==> config.mk <==
export PLATFORM = sky130hd
export DESIGN_NAME = uncache_store_buffer
export DESIGN_NICKNAME = d
export VERILOG_FILES = /design/src/rtl/uncache_store_buffer_pkg.sv /design/src/rtl/uncache_store_buffer_sb_fifo_mem.sv /design/src/rtl/uncache_store_buffer.sv
export SDC_FILE = /design/constraint.sdc
export NUM_CORES = 1
export LEC_CHECK = 0
export ABC_AREA = 1
export CORE_ASPECT_RATIO = 0.6
export CORE_MARGIN = 5
export CORE_UTILIZATION = 55
export DETAILED_ROUTE_END_ITERATION = 7
export PLACE_DENSITY = 0.79
export SLEW_MARGIN = 20
export SYNTH_ARGS = -nofsm -noshare
export SYNTH_HDL_FRONTEND = slang
export SYNTH_SLANG_ARGS = --single-unit
==> constraint.sdc <==
create_clock -name clk -period 5.4 [get_ports clk]
set_input_delay 0.54 -clock clk [delete_from_list [all_inputs] [get_ports clk]]
set_output_delay 0.54 -clock clk [all_outputs]
set_load 0.01 [all_outputs]
==> src/rtl/uncache_store_buffer_pkg.sv <==
// Shared definitions for the uncached store buffer: AXI constants, drain FSM
// states and the address alignment helper.
package uncache_store_buffer_pkg;

   localparam logic [1:0] AXI_BURST_INCR = 2'b01;
   localparam logic [7:0] AXI_LEN_SINGLE = 8'd0;

   typedef enum logic [1:0] {
      DRAIN_IDLE = 2'd0,
      DRAIN_SEND = 2'd1,
      DRAIN_RESP = 2'd2
   } drain_state_e;

   // Low address bits kept for an access of the given size (byte keeps both).
   function automatic logic [1:0] size_low_mask(input logic [1:0] size);
      case (size)
         2'd0:    return 2'b11;
         2'd1:    return 2'b10;
         default: return 2'b00;
      endcase
   endfunction

endpackage

==> src/rtl/uncache_store_buffer_sb_fifo_mem.sv <==
// In-order entry storage for the uncached store buffer, with a per-entry
// word-address compare against the load probe.
module uncache_store_buffer_sb_fifo_mem #(
   parameter int DEPTH  = 4,
   parameter int ADDR_W = 32,
   parameter int DATA_W = 32,
   parameter int CNT_W  = $clog2(DEPTH + 1)
) (
   input  logic                clk,
   input  logic                resetn,
   input  logic                push,
   input  logic [ADDR_W-1:0]   push_addr,
   input  logic [1:0]          push_size,
   input  logic [DATA_W-1:0]   push_wdata,
   input  logic [DATA_W/8-1:0] push_wstrb,
   input  logic                pop,
   input  logic [ADDR_W-3:0]   chk_word,
   output logic [ADDR_W-1:0]   head_addr,
   output logic [1:0]          head_size,
   output logic [DATA_W-1:0]   head_wdata,
   output logic [DATA_W/8-1:0] head_wstrb,
   output logic [CNT_W-1:0]    count,
   output logic [DEPTH-1:0]    hit_vec
);

   localparam int PTR_W = $clog2(DEPTH);

   typedef struct packed {
      logic [ADDR_W-1:0]   addr;
      logic [1:0]          size;
      logic [DATA_W-1:0]   wdata;
      logic [DATA_W/8-1:0] wstrb;
   } sb_entry_t;

   sb_entry_t        mem [DEPTH];
   logic [DEPTH-1:0] valid;
   logic [PTR_W-1:0] head;
   logic [PTR_W-1:0] tail;

   // Pointers wrap naturally because DEPTH is a power of two.
   always_ff @(posedge clk or negedge resetn) begin
      if (!resetn) begin
         head  <= '0;
         tail  <= '0;
         count <= '0;
         valid <= '0;
      end else begin
         if (push) begin
            valid[tail] <= 1'b1;
            tail        <= tail + 1'b1;
         end
         if (pop) begin
            valid[head] <= 1'b0;
            head        <= head + 1'b1;
         end
         count <= count + CNT_W'(push) - CNT_W'(pop);
      end
   end

   always_ff @(posedge clk) begin
      if (push) begin
         mem[tail] <= {push_addr, push_size, push_wdata, push_wstrb};
      end
   end

   assign head_addr  = mem[head].addr;
   assign head_size  = mem[head].size;
   assign head_wdata = mem[head].wdata;
   assign head_wstrb = mem[head].wstrb;

   always_comb begin
      hit_vec = '0;
      for (int i = 0; i < DEPTH; i++) begin
         hit_vec[i] = valid[i] && (mem[i].addr[ADDR_W-1:2] == chk_word);
      end
   end

endmodule

==> src/rtl/uncache_store_buffer.sv <==
// Posted-write buffer for uncached stores: stores retire on enqueue and drain
// in order as single-beat AXI writes, one outstanding at a time.
//
// state      | meaning
// DRAIN_IDLE | no write in flight; latch head entry onto AXI regs if any
// DRAIN_SEND | AW and W offered; each channel drops after its own handshake
// DRAIN_RESP | both beats accepted; waiting for B, then retire the head
module uncache_store_buffer
   import uncache_store_buffer_pkg::*;
#(
   parameter int DEPTH  = 4,
   parameter int ADDR_W = 32,
   parameter int DATA_W = 32,
   parameter int AXI_ID = 1
) (
   input  logic                         clk,
   input  logic                         resetn,
   input  logic                         st_valid,
   output logic                         st_ready,
   input  logic [ADDR_W-1:0]            st_addr,
   input  logic [1:0]                   st_size,
   input  logic [DATA_W-1:0]            st_wdata,
   input  logic [DATA_W/8-1:0]          st_wstrb,
   input  logic                         ld_chk_valid,
   input  logic [ADDR_W-1:0]            ld_chk_addr,
   output logic                         ld_conflict,
   output logic                         sb_empty,
   output logic [$clog2(DEPTH+1)-1:0]   sb_count,
   output logic                         awvalid,
   input  logic                         awready,
   output logic [ADDR_W-1:0]            awaddr,
   output logic [2:0]                   awsize,
   output logic [7:0]                   awlen,
   output logic [1:0]                   awburst,
   output logic [3:0]                   awid,
   output logic                         wvalid,
   input  logic                         wready,
   output logic [DATA_W-1:0]            wdata,
   output logic [DATA_W/8-1:0]          wstrb,
   output logic                         wlast,
   input  logic                         bvalid,
   output logic                         bready,
   input  logic [1:0]                   bresp
);

   localparam int CNT_W = $clog2(DEPTH + 1);

   drain_state_e        state;
   drain_state_e        state_nxt;
   logic                aw_done;
   logic                w_done;
   logic                aw_hs;
   logic                w_hs;
   logic                push;
   logic                pop;
   logic [CNT_W-1:0]    count;
   logic [DEPTH-1:0]    hit_vec;
   logic [ADDR_W-1:0]   head_addr;
   logic [1:0]          head_size;
   logic [DATA_W-1:0]   head_wdata;
   logic [DATA_W/8-1:0] head_wstrb;
   logic                unused_ok;

   assign st_ready = (count != CNT_W'(DEPTH));
   assign push     = st_valid && st_ready;
   assign sb_empty = (count == '0);
   assign sb_count = count;

   uncache_store_buffer_sb_fifo_mem #(
      .DEPTH  (DEPTH),
      .ADDR_W (ADDR_W),
      .DATA_W (DATA_W),
      .CNT_W  (CNT_W)
   ) u_fifo (
      .clk        (clk),
      .resetn     (resetn),
      .push       (push),
      .push_addr  (st_addr),
      .push_size  (st_size),
      .push_wdata (st_wdata),
      .push_wstrb (st_wstrb),
      .pop        (pop),
      .chk_word   (ld_chk_addr[ADDR_W-1:2]),
      .head_addr  (head_addr),
      .head_size  (head_size),
      .head_wdata (head_wdata),
      .head_wstrb (head_wstrb),
      .count      (count),
      .hit_vec    (hit_vec)
   );

   assign ld_conflict = ld_chk_valid && (|hit_vec);

   always_ff @(posedge clk or negedge resetn) begin
      if (!resetn) state <= DRAIN_IDLE;
      else         state <= state_nxt;
   end

   always_comb begin
      state_nxt = state;
      pop       = 1'b0;
      awvalid   = (state == DRAIN_SEND) && !aw_done;
      wvalid    = (state == DRAIN_SEND) && !w_done;
      bready    = (state == DRAIN_RESP);
      aw_hs     = awvalid && awready;
      w_hs      = wvalid && wready;
      case (state)
         DRAIN_IDLE: if (count != '0) state_nxt = DRAIN_SEND;
         DRAIN_SEND: if ((aw_done || aw_hs) && (w_done || w_hs)) state_nxt = DRAIN_RESP;
         DRAIN_RESP: begin
            // Response code is not propagated; the entry retires either way.
            if (bvalid) begin
               pop       = 1'b1;
               state_nxt = DRAIN_IDLE;
            end
         end
         default: state_nxt = DRAIN_IDLE;
      endcase
   end

   always_ff @(posedge clk or negedge resetn) begin
      if (!resetn) begin
         aw_done <= 1'b0;
         w_done  <= 1'b0;
         awaddr  <= '0;
         awsize  <= '0;
         wdata   <= '0;
         wstrb   <= '0;
      end else if (state == DRAIN_IDLE) begin
         aw_done <= 1'b0;
         w_done  <= 1'b0;
         if (count != '0) begin
            awaddr <= {head_addr[ADDR_W-1:2], head_addr[1:0] & size_low_mask(head_size)};
            awsize <= {1'b0, head_size};
            wdata  <= head_wdata;
            wstrb  <= head_wstrb;
         end
      end else if (state == DRAIN_SEND) begin
         if (aw_hs) aw_done <= 1'b1;
         if (w_hs)  w_done  <= 1'b1;
      end
   end

   assign awlen   = AXI_LEN_SINGLE;
   assign awburst = AXI_BURST_INCR;
   assign awid    = 4'(AXI_ID);
   assign wlast   = 1'b1;

   assign unused_ok = ^{bresp, ld_chk_addr[1:0]};

endmodule

==> results.py <==
metrics = {
    "floorplan": {
        "die-width_um": 230,
        "die_height_um": 142,
        "start_util_pct": 55.6,
        "coreArea_um2": 28600,
        "io_pins": 206,
        "rows": 48,
        "die_area_um2": 32600,
    },
    "detailed_routing": {
        "top_layer": "met5",
        "wl_per_cell_um": 20.0,
        "dr_wl_met3_um": 5150,
        "vias": 11600,
        "drt-initial-drc-count": 1291,
        "drc": 0,
        "postRouteAntennaNets": 0,
        "met2_length_um": 18200,
        "viasPerCell": 5.53,
        "drt-met1-wl_um": 17800,
        "first_pass_iters": 5,
        "routed_wl_um": 41800,
    },
    "timing": {
        "grt_setup_unrepaired": "false",
        "worst_pin_slew_ps": 1100,
        "setup_tns_ps": 0,
        "min_period_ps": 3460,
        "maxSlewHeadroom_pct": 26.7,
        "drv_slew": 0,
        "setup_viol": 0,
        "finalHoldViolations": 0,
        "fin_ws_ps": 1940,
        "final.period_utilization_pct": 64.1,
        "fmax_ghz": 0.289,
        "finalClockSkew_ps": 30.2,
    },
    "grt": {
        "antenna_found_initial": 7,
        "grt_max_degree": 139,
        "grt_util_all_layers_pct": 25.2,
        "grt_pass1_wl_um": 63300,
        "grt-ovfl-total": 0,
        "grt_pass1_vias": 11200,
    },
    "finish": {
        "drive_gt1_share_pct": 4.49,
        "nets": 1811,
        "stdcell_count": 2093,
        "area_delta_synth_final_pct": 20.1,
    },
    "flow_run": {
        "drv_cap": 0,
    },
    "placement": {
        "pre_cts_ws_ps": 2040,
        "gp_congestion": 0.959,
        "io_buffers": 185,
        "placed_cells": 2026,
        "post-dp-hpwl_um": 27100,
    },
    "setup_path": {
        "rrSetupSlack_ps": 2570,
        "critPathArrivalTime_ps": 2920,
        "crit_fanout": 5,
        "r2r-end": "u_fifo.head[1]",
        "start_kind": "input port",
        "rr_startpoint": "u_fifo.head[0]",
        "crit_type": "input port to output pin",
        "crit_cells": 12,
        "reg2regPathDepth": 6,
        "cpPeakStageDelay_ps": 610,
        "cp-end-kind": "output pin",
        "crit_end": "ld_conflict",
        "path_cells": "clkdlybuf4s50_1, inv_1, a21boi_0, nand2_1, nor2_1, nand2_1, nor2_1, nand2_1, nand2_1, nor2_1, nor2_1, clkdlybuf4s50_1",
        "startpoint": "ld_chk_addr[14]",
        "path_delay_family": "buffers and inverters",
        "worstPathRequired_ps": 4860,
        "cpMaxStageDelayCell": "clkdlybuf4s50_1",
        "critical_path_buf_inv_count": 3,
    },
    "clock_network": {
        "clockRootBuffer": "clkbuf_16",
        "clkTransAtPathRegs_ps": 60,
        "cts_setup_buffers": 0,
        "clock-sinks": 365,
        "insertion_delay_ps": 530,
        "cts.path.max_buffers": 3,
        "cts-resized-gates": 0,
        "cts_buffers": 35,
        "h-tree-depth": 2,
        "cts_tree": "built",
        "ctsHoldBuffers": 0,
    },
    "synth": {
        "synth_cell_type_count": 34,
        "syn_area_um2": 15900,
        "synth_warnings": 0,
        "syn_area_per_cell_um2": 10.5,
        "synth_cells": 1521,
        "ys_ff_latch": 365,
        "synth-seq-area-share_pct": 66.1,
        "yosysTopAreaCell": "edfxtp_1",
        "synth_area_leaders": "edfxtp_1, dfrtp_1, nor2_1",
        "yosysTopAreaCellShare_pct": 52.8,
    },
    "power_and_ir_drop": {
        "p_leak_nw": 7.50,
        "powerDensity_nw_per_um2": 535,
        "ir_worst_vdd_v": 0.000470,
    },
    "outcome": {
        "outcome": "finished clean",
    },
    "worst_hold_path": {
        "hp-class": "input port to asynchronous set/reset pin",
    },
}
[power breakdown]
group          internal (mW)  total, mW  switching (mW)
combinational           1.37       3.58            2.20
sequential              3.84       4.26           0.422
clock                   1.38       2.39            1.01
[worst min-delay path by stage]
stage	startpoint	endpoint	slack, ps	depth (start not counted)
finish	resetn	awaddr[8]	140	1
global route	resetn	wdata[6]	190	1
CTS	resetn	wdata[6]	150	1
detailed placement	awaddr[0]	awaddr[0]	470	2
global placement	awaddr[0]	awaddr[0]	480	2
floorplan	resetn	aw_done	240	0
[registers in the layout (all words and copies together) (netlist names), 3 cells and up]
signal	count
u_fifo.mem	280
awaddr	32
wdata	32
u_fifo.valid	4
wstrb	4
u_fifo.count	3
[cell usage after synthesis]
cell type	n
nor2_1	284
edfxtp_1	280
nand2_1	270
inv_1	162
o21ai_0	128
dfrtp_1	85
a31oi_1	66
a21oi_1	51
xnor2_1	34
buf_2	31
buf_4	23
nand4_1	18
clkbuf_1	14
ha_1	10
o211ai_1	9
o21ai_1	9
buf_6	8
xor2_1	7
a21boi_0	4
a2bb2oi_1	4
clkbuf_2	4
nand3_1	4
conb_1	2
inv_2	2
nor2_2	2
o22ai_1	2
a22o_1	1
buf_1	1
fa_1	1
nor3_2	1
o221a_2	1
o22a_1	1
o32ai_1	1
or2_2	1
[layer usage]
layer  up-vias  global-route usage (%)
li1       5386                       -
met1      5574                    36.3
met2       543                    37.3
met3        59                    8.56
met4         8                    6.19
met5         -                       0
[cells by family after synthesis]
family	count (synthesis)	synth area share, %
compound gates	277	9.64
xor+xnor	41	2.25
fa+ha+maj	11	0.911
buf+inv	245	6.97
flops	365	66.1
other cells	2	0.0471
simple gates	580	14.1
[area by class of cell]
class / instances / area, µm²
Sequential cell: 365 / 10500
Fill cell: 2116 / 9510
Multi-Input combinational cell: 925 / 4380
Timing Repair Buffer: 198 / 2020
Clock buffer: 55 / 1040
Inverter: 164 / 618
Tap cell: 375 / 469
Clock inverter: 8 / 66.3
Antenna cell: 3 / 7.51
[worst reg2reg max path: cells and delay by family, from the launching register on]
kind	cells	cell delay [ps]
fa+ha+maj	1	380
compound gates	1	70
simple gates	1	60
flops	1	710
buf+inv	3	1460
[stage by stage]
stage	util, %	total power [mW]	hold slack (ps)	cell area (µm²)
3_3_place_gp	62.8	7.73	477	18000
6_report	66.8	10.2	143	19100
2_1_floorplan	-	6.45	244	16000
4_1_cts	66.7	10.3	148	19100
3_5_place_dp	62.8	7.85	472	18000
5_1_grt	66.8	10.8	191	19100
[cells in the final DEF, fill, tap and decap left out, drive strengths merged, types with 2 or more instances in the layout]
master and instances:
clkdlybuf4s50 184, nand2 270, buf 14, clkbuf 55
nand3 4, ha 10, diode 3, nand4 18
a31oi 66, nor2 286, inv 162, o22ai 2
xnor2 34, conb 16, a21boi 4, a21oi 51
o21ai 137, xor2 7, edfxtp 280, a2bb2oi 4
o211ai 9, clkinv 8, dfrtp 85
Note: power is estimated with default switching activity, not from simulation.
